[src/rtl/serial_subtractor_pkg.sv]
// Shared definitions for the bit-serial subtractor: FSM state encoding and default width.
package serial_subtractor_pkg;

   localparam int DEFAULT_WIDTH = 8;

   typedef enum logic [1:0] {
      IDLE = 2'd0,
      RUN  = 2'd1,
      DONE = 2'd2
   } state_t;

endpackage

[src/rtl/full_subtractor.sv]
// One-bit full subtractor: d = x - y - bin, with borrow out.
module full_subtractor (
   input  logic x,
   input  logic y,
   input  logic bin,
   output logic d,
   output logic bo
);

   assign d  = x ^ y ^ bin;
   assign bo = (~x & y) | (~(x ^ y) & bin);

endmodule

[src/rtl/serial_subtractor.sv]
// Bit-serial a - b, LSB first, one bit per clock; result valid on the done pulse.
module serial_subtractor
   import serial_subtractor_pkg::*;
#(
   parameter int WIDTH = DEFAULT_WIDTH
) (
   input  logic             clk,
   input  logic             rst_n,
   input  logic             start,
   input  logic [WIDTH-1:0] a,
   input  logic [WIDTH-1:0] b,
   output logic             busy,
   output logic             done,
   output logic [WIDTH-1:0] diff,
   output logic             bout,
   output logic             ovf
);

   localparam int CW = $clog2(WIDTH + 1);
   localparam logic [CW-1:0] LAST_BIT = CW'(WIDTH - 1);

   state_t           state;
   logic [WIDTH-1:0] a_sh;
   logic [WIDTH-1:0] b_sh;
   logic             borrow;
   logic [CW-1:0]    cnt;
   logic             d_bit;
   logic             bo_bit;

   full_subtractor u_fs (
      .x   (a_sh[0]),
      .y   (b_sh[0]),
      .bin (borrow),
      .d   (d_bit),
      .bo  (bo_bit)
   );

   // NOTE: all state here uses non-blocking assignments so every register sees
   // pre-edge values of the others; blocking would chain the shift within one edge.
   always_ff @(posedge clk) begin
      if (!rst_n) begin
         state  <= IDLE;
         busy   <= 1'b0;
         done   <= 1'b0;
         diff   <= '0;
         bout   <= 1'b0;
         ovf    <= 1'b0;
         borrow <= 1'b0;
         cnt    <= '0;
         a_sh   <= '0;
         b_sh   <= '0;
      end else begin
         case (state)
            IDLE: begin
               if (start) begin
                  a_sh   <= a;
                  b_sh   <= b;
                  borrow <= 1'b0;
                  cnt    <= '0;
                  diff   <= '0;
                  bout   <= 1'b0;
                  ovf    <= 1'b0;
                  busy   <= 1'b1;
                  state  <= RUN;
               end
            end
            RUN: begin
               a_sh   <= a_sh >> 1;
               b_sh   <= b_sh >> 1;
               borrow <= bo_bit;
               diff   <= {d_bit, diff[WIDTH-1:1]};
               cnt    <= cnt + CW'(1);
               // On the last bit the operand MSBs sit at position 0, giving the sign terms.
               if (cnt == LAST_BIT) begin
                  bout  <= bo_bit;
                  ovf   <= (a_sh[0] ^ b_sh[0]) & (d_bit ^ a_sh[0]);
                  busy  <= 1'b0;
                  done  <= 1'b1;
                  state <= DONE;
               end
            end
            DONE: begin
               done  <= 1'b0;
               state <= IDLE;
            end
            default: begin
               busy  <= 1'b0;
               done  <= 1'b0;
               state <= IDLE;
            end
         endcase
      end
   end

endmodule

[config.mk]
export PLATFORM = sky130hd
export DESIGN_NAME = serial_subtractor
export DESIGN_NICKNAME = d
export VERILOG_FILES = /design/src/rtl/serial_subtractor_pkg.sv /design/src/rtl/full_subtractor.sv /design/src/rtl/serial_subtractor.sv
export SDC_FILE = /design/constraint.sdc
export NUM_CORES = 1
export LEC_CHECK = 0
export CORE_ASPECT_RATIO = 1.75
export CORE_MARGIN = 5
export CORE_UTILIZATION = 34
export DETAILED_ROUTE_END_ITERATION = 12
export PLACE_DENSITY = 0.63
export RECOVER_POWER = 25
export SETUP_SLACK_MARGIN = 0.02
export SLEW_MARGIN = 20
export SYNTH_ARGS = -nofsm -noshare
export SYNTH_HDL_FRONTEND = slang
export SYNTH_HIERARCHICAL = 1
export SYNTH_SLANG_ARGS = --single-unit
export TNS_END_PERCENT = 5
[constraint.sdc]
create_clock -name clk -period 1.35 [get_ports clk]
set_input_delay 0.27 -clock clk [delete_from_list [all_inputs] [get_ports clk]]
set_output_delay 0.27 -clock clk [all_outputs]
set_load 0.05 [all_outputs]
Yosys cells after proc, flatten, opt, wreduce, memory -nomap -nowiden
Index checks and enable logic that the tools add are counted.
{ "word_totals": {"register_bits": 35, "input_bits": 19, "output_inout_bits": 12, "elab_cells": 56} }
{ "op_classes": {"n_addsub": 1, "eq_ne": 5, "mux": 22, "bitwise_logic": 11, "n_reduce_logical": 7} }
{ "ops": {"columns": ["op", "n"], "rows": [
  ["one-hot mux 8 bit (2 select lines)", 3],
  ["2-to-1 mux 8 bit", 3],
  ["one-hot mux 1 bit (2 select lines)", 4],
  ["one-hot mux 4 bit (2 select lines)", 1],
  ["2-to-1 mux 1 bit", 6],
  ["AND reduction 2 bit", 3],
  ["AND reduction 3 bit", 2],
  ["adder 4 x 1 -> 4 bit (second input constant)", 1],
  ["== test 4 x 3 -> 1 bit (second input constant)", 1],
  ["2-to-1 mux 2 bit", 2],
  ["2-to-1 mux 4 bit", 1],
  ["inequality test 2 bit (second input constant)", 2],
  ["inverter 1 bit", 4],
  ["one-hot mux 2 bit (2 select lines)", 1],
  ["AND 1 bit", 3],
  ["one-hot mux 1 bit (3 select lines)", 1],
  ["bitwise XOR 1 bit", 3],
  ["== test 2 x 1 -> 1 bit (second input constant)", 1],
  ["== test 2 bit (second input constant)", 1],
  ["logical NOT 2 bit", 1],
  ["nonzero test 2 bit", 1],
  ["bitwise OR 1 bit", 1]
]} }

Longest topological paths before layout
{ "depth": {"ltp_word": 6, "depth_mapped": 6, "ltp_nobuf": 5} }

By module
Netlist, hierarchy kept.
{ "by_module_without_submodules": {"columns": ["module", "instances", "cells_each", "area_per_inst_um2", "seq_area_each_um2"], "rows": [
  ["serial_subtractor", 1, 171, 1556.5, 700.7],
  ["full_subtractor", 1, 4, 31.3, 0.0]
]} }

Worst setup path before layout
Ideal clock, no wire load.
{ "synth_path": {"path_kind": "register -> register", "startpoint": "register b_sh[0]", "endpoint": "register ovf", "t_arrival_ps": 1293, "slack_ps": -13, "path_stages_with_launch": 6, "cell_sequence": "dfxtp_1 inv_1 fa_1 nand2b_1 o21ai_0 o2bb2ai_1"} }
{ "synth_between": {"elab_chain_len": 6} }
{ "synth_lines": {"columns": ["item", "line_no", "rtl"], "rows": [
  ["start, declared", "serial_subtractor.sv:24", "logic [WIDTH-1:0] b_sh;"],
  ["start signal, assigned", "serial_subtractor.sv:69", "b_sh <= b_sh >> 1;"],
  ["bitwise XOR 1 bit (2 in a row)", "full_subtractor.sv:10", "assign d = x ^ y ^ bin;"],
  ["via d_bit", "serial_subtractor.sv:27", "logic d_bit;"],
  ["bitwise XOR 1 bit", "serial_subtractor.sv:76", "ovf <= (a_sh[0] ^ b_sh[0]) & (d_bit ^ a_sh[0]);"],
  ["AND 1 bit", "serial_subtractor.sv:76", null],
  ["2-to-1 mux 1 bit", "serial_subtractor.sv:74", "if (cnt == LAST_BIT) begin"],
  ["one-hot mux 1 bit (2 select lines)", "serial_subtractor.sv:53", "case (state)"],
  ["end signal, assigned", "serial_subtractor.sv:76", null],
  ["end, declared", "serial_subtractor.sv:16", "output logic ovf"]
]} }
The timed path passes the listed nets, and every way through them passes these cells. The select of a mux whose other input is x is not followed.
A chain may end at the register's enable or synchronous reset.

Worst setup path after layout
Same ends and word-level chain as after synthesis.

==> out/qor.txt <==
Chip width -> 61.66 um
Clock sink total -> 35
CTS tree -> built
Slew headroom -> 0.7949
CP max stage delay -> 0.60 ns
CP Data Arrival Time -> 1.60 ns
WHS -> 0.4681 ns
Core area -> 4624 um^2
Total track usage -> 0.1430
Post-DP HPWL -> 2.949 mm
Die area -> 6190 um^2
Worst-path clk slew -> 0.07 ns
Antenna viol nets, final -> 0
Yosys top cell area share -> 0.4413
First-pass iteration count of the detailed router -> 4
Initial Util -> 0.3433
Num rows -> 33
Final setup violation count -> 2
Inserted Clock Buffers -> 5
Hold Vio Cnt, Final -> 0
Post-route core utilization -> 0.4762
Area growth syn-to-layout -> 38.69%
Final Max Slew Viols -> 0
Endpoint class of the critical path -> register
Synth Cell Area -> 1588 um^2
RSZ-0062 raised after global routing -> true
Share of cells above drive strength 1 -> 0.3067
Net count after synthesis -> 196
Worst vdd ir -> 0.6673 mV
CP top delay family -> adder cells
Largest area contributor in the netlist -> dfxtp_1
Fmax -> 0.7047 GHz
WP data required -> 1.53 ns
Main area contributors after synthesis -> dfxtp_1, o221ai_1, or3b_2, a21oi_1, a22oi_1
Final period utilization -> 1.051
CP Launch Type -> register
IO buf count -> 30
Mapped Cells -> 175
Netlist cell types -> 34
Critical Path Slowest Stage Cell -> fa_1
DRT Wirelength -> 4.106 mm
Die height -> 100.4 um
First-pass GRT wire length -> 6.693 mm
I/O pin cnt -> 31
CTS Buffer Depth -> 2
Max Clock Skew -> 0.008420 ns
Worst slew pin tran -> 0.3053 ns
Total grt overflow -> 0
Clock Latency Late Sink -> 0.29 ns
Leakage -> 0.0008558 uW
WS Path Type -> reg -> reg
Final Wtd Congestion -> 0.7572
1st-iter DRT viols -> 48
Residual DRC -> 0
Critical path buffer and inverter count -> 1
Fin crit period -> 1.419 ns
Root Driver -> clkbuf_8
Yosys Warn Count -> 6
Initial antenna violation count -> 0
Mean routed wirelength per cell -> 14.82 um
PD cells -> 1019 nW/um^2
H-tree Lvls -> 2
Largest net degree at the start of global routing -> 19
Vias in the first global route -> 1471
Fin nets -> 245
Fraction of the yosys area taken by sequential cells -> 0.4413
Violated checks -> negative setup slack
#FFs+latches synth -> 35
CTS Hold Buffers Added -> 0
HP Class -> reg -> reg
Max_cap viols -> 0
Cells along the critical path -> inv_2 > fa_1 > nand2b_4 > o21ai_2 > o2bb2ai_2
Max Fanout on Critical Path -> 4
Via count -> 1513
Post-synthesis average cell area -> 9.073 um^2
Via density -> 5.462
Final setup margin -> -0.06910 ns
Run status -> complete, but fails checks
Final setup TNS -> -0.1021 ns
Antenna fix cells -> 0
-- power by group --
part / switching, uW / internal, uW / total, uW
Sequential: 46.0 / 1090 / 1130
Clock: 380 / 362 / 743
Combinational: 174 / 196 / 370
-- synthesized netlist by cell type, drive strengths merged --
library cell / instances
a32o: 2
o22ai: 3
clkbuf: 5
nand3b: 2
nand3: 5
inv: 5
a22o: 2
buf: 10
nor2: 14
o21ai: 14
or3b: 11
o221ai: 14
nor3b: 1
nand2b: 3
nor3: 1
a31oi: 2
and3b: 1
nand2: 5
nor2b: 3
o2bb2ai: 1
a22oi: 10
dfxtp: 35
ha: 1
fa: 1
o21bai: 1
a21oi: 18
clkinv: 2
mux2i: 1
a211oi: 1
or3: 1
-- per-layer routing --
metal / GRT usage / routed length, um / vias up
met5: 0 / 0 / -
met4: 0.06046 / 78 / 0
met3: 0.03861 / 202 / 7
met2: 0.2437 / 2196 / 28
met1: 0.1604 / 1628 / 731
li1: - / - / 747
-- timing repair --
| item | 4_1_cts | 5_1_grt |
|---|---|---|
| resized for setup | 6 | 8 |
| endpoints found under the hold margin | 0 | 0 |
| cloned | 0 | 0 |
| pin swaps | 2 | 2 |
| setup buffers | 0 | 2 |
| setup endpoints to repair | 5 | 14 |
-- stage by stage --
stage          setup slack, ns  power (uW)  std cells  cell area, um^2
2_1_floorplan          0.02084        1347        175             1589
3_3_place_gp           -0.2872        1507        267             2178
3_5_place_dp           -0.3012        1514        267             2178
4_1_cts               -0.03436        2265        275             2268
5_1_grt                -0.1052        2346        277             2202
6_report              -0.06910        2244        277             2202
-- final timing paths --
check / startpoint / endpoint / slack, ns / cells past startpoint
max: b_sh[0] / ovf / -0.07 / 5
min: ovf / ovf / 0.47 / 2
max reg2reg: b_sh[0] / ovf / -0.07 / 5
min reg2reg: ovf / ovf / 0.47 / 2
-- cell families after synthesis --
logic type | after synthesis | share of synthesized area
adder cells (fa/ha/maj) | 2 | 0.02049
AND/OR/NAND/NOR | 47 | 0.1765
flip-flops | 35 | 0.4413
multiplexers | 1 | 0.006304
buffers and inverters | 22 | 0.06935
AO/OA/AOI/OAI | 68 | 0.2861
-- worst min-delay path: cells and delay by family (launching register included) --
kind               cells  cell delay, ns
AOI/OAI and AO/OA      1            0.05
and+or+nand+nor        1            0.07
DFF                    1            0.32
-- state kept, by name, summed over array words and instances, names as in the netlist --
name / cells
state: 2
busy: 1
ovf: 1
cnt: 4
b_sh: 8
bout: 1
a_sh: 8
borrow: 1
diff: 8
done: 1
-- cell usage in the layout, fill, tap and decap left out, drive strengths merged, types with 2 or more instances in the layout --
master	Yosys	final
dfxtp	35	35
buf	10	32
a21oi	18	18
clkdlybuf4s50	0	18
o221ai	14	14
nor2	14	14
o21ai	14	14
clkbuf	5	14
or3b	11	11
a22oi	10	10
nand2	5	5
nand3	5	5
inv	5	5
o22ai	3	3
nor2b	3	3
clkinv	2	3
nand2b	3	3
nand3b	2	2
a31oi	2	2
a22o	2	2
a32o	2	2
-- cell type report --
class / instances / area, um^2
clock buffer: 7 / 76.32
inverter: 7 / 26.28
tap: 52 / 65.06
clock inverter: 1 / 5.005
fill: 464 / 2422
timing repair buffer: 57 / 518.0
sequential: 35 / 708.2
multi-input combinational: 118 / 803.3
No activity file was read; power rests on OpenSTA's default activity.
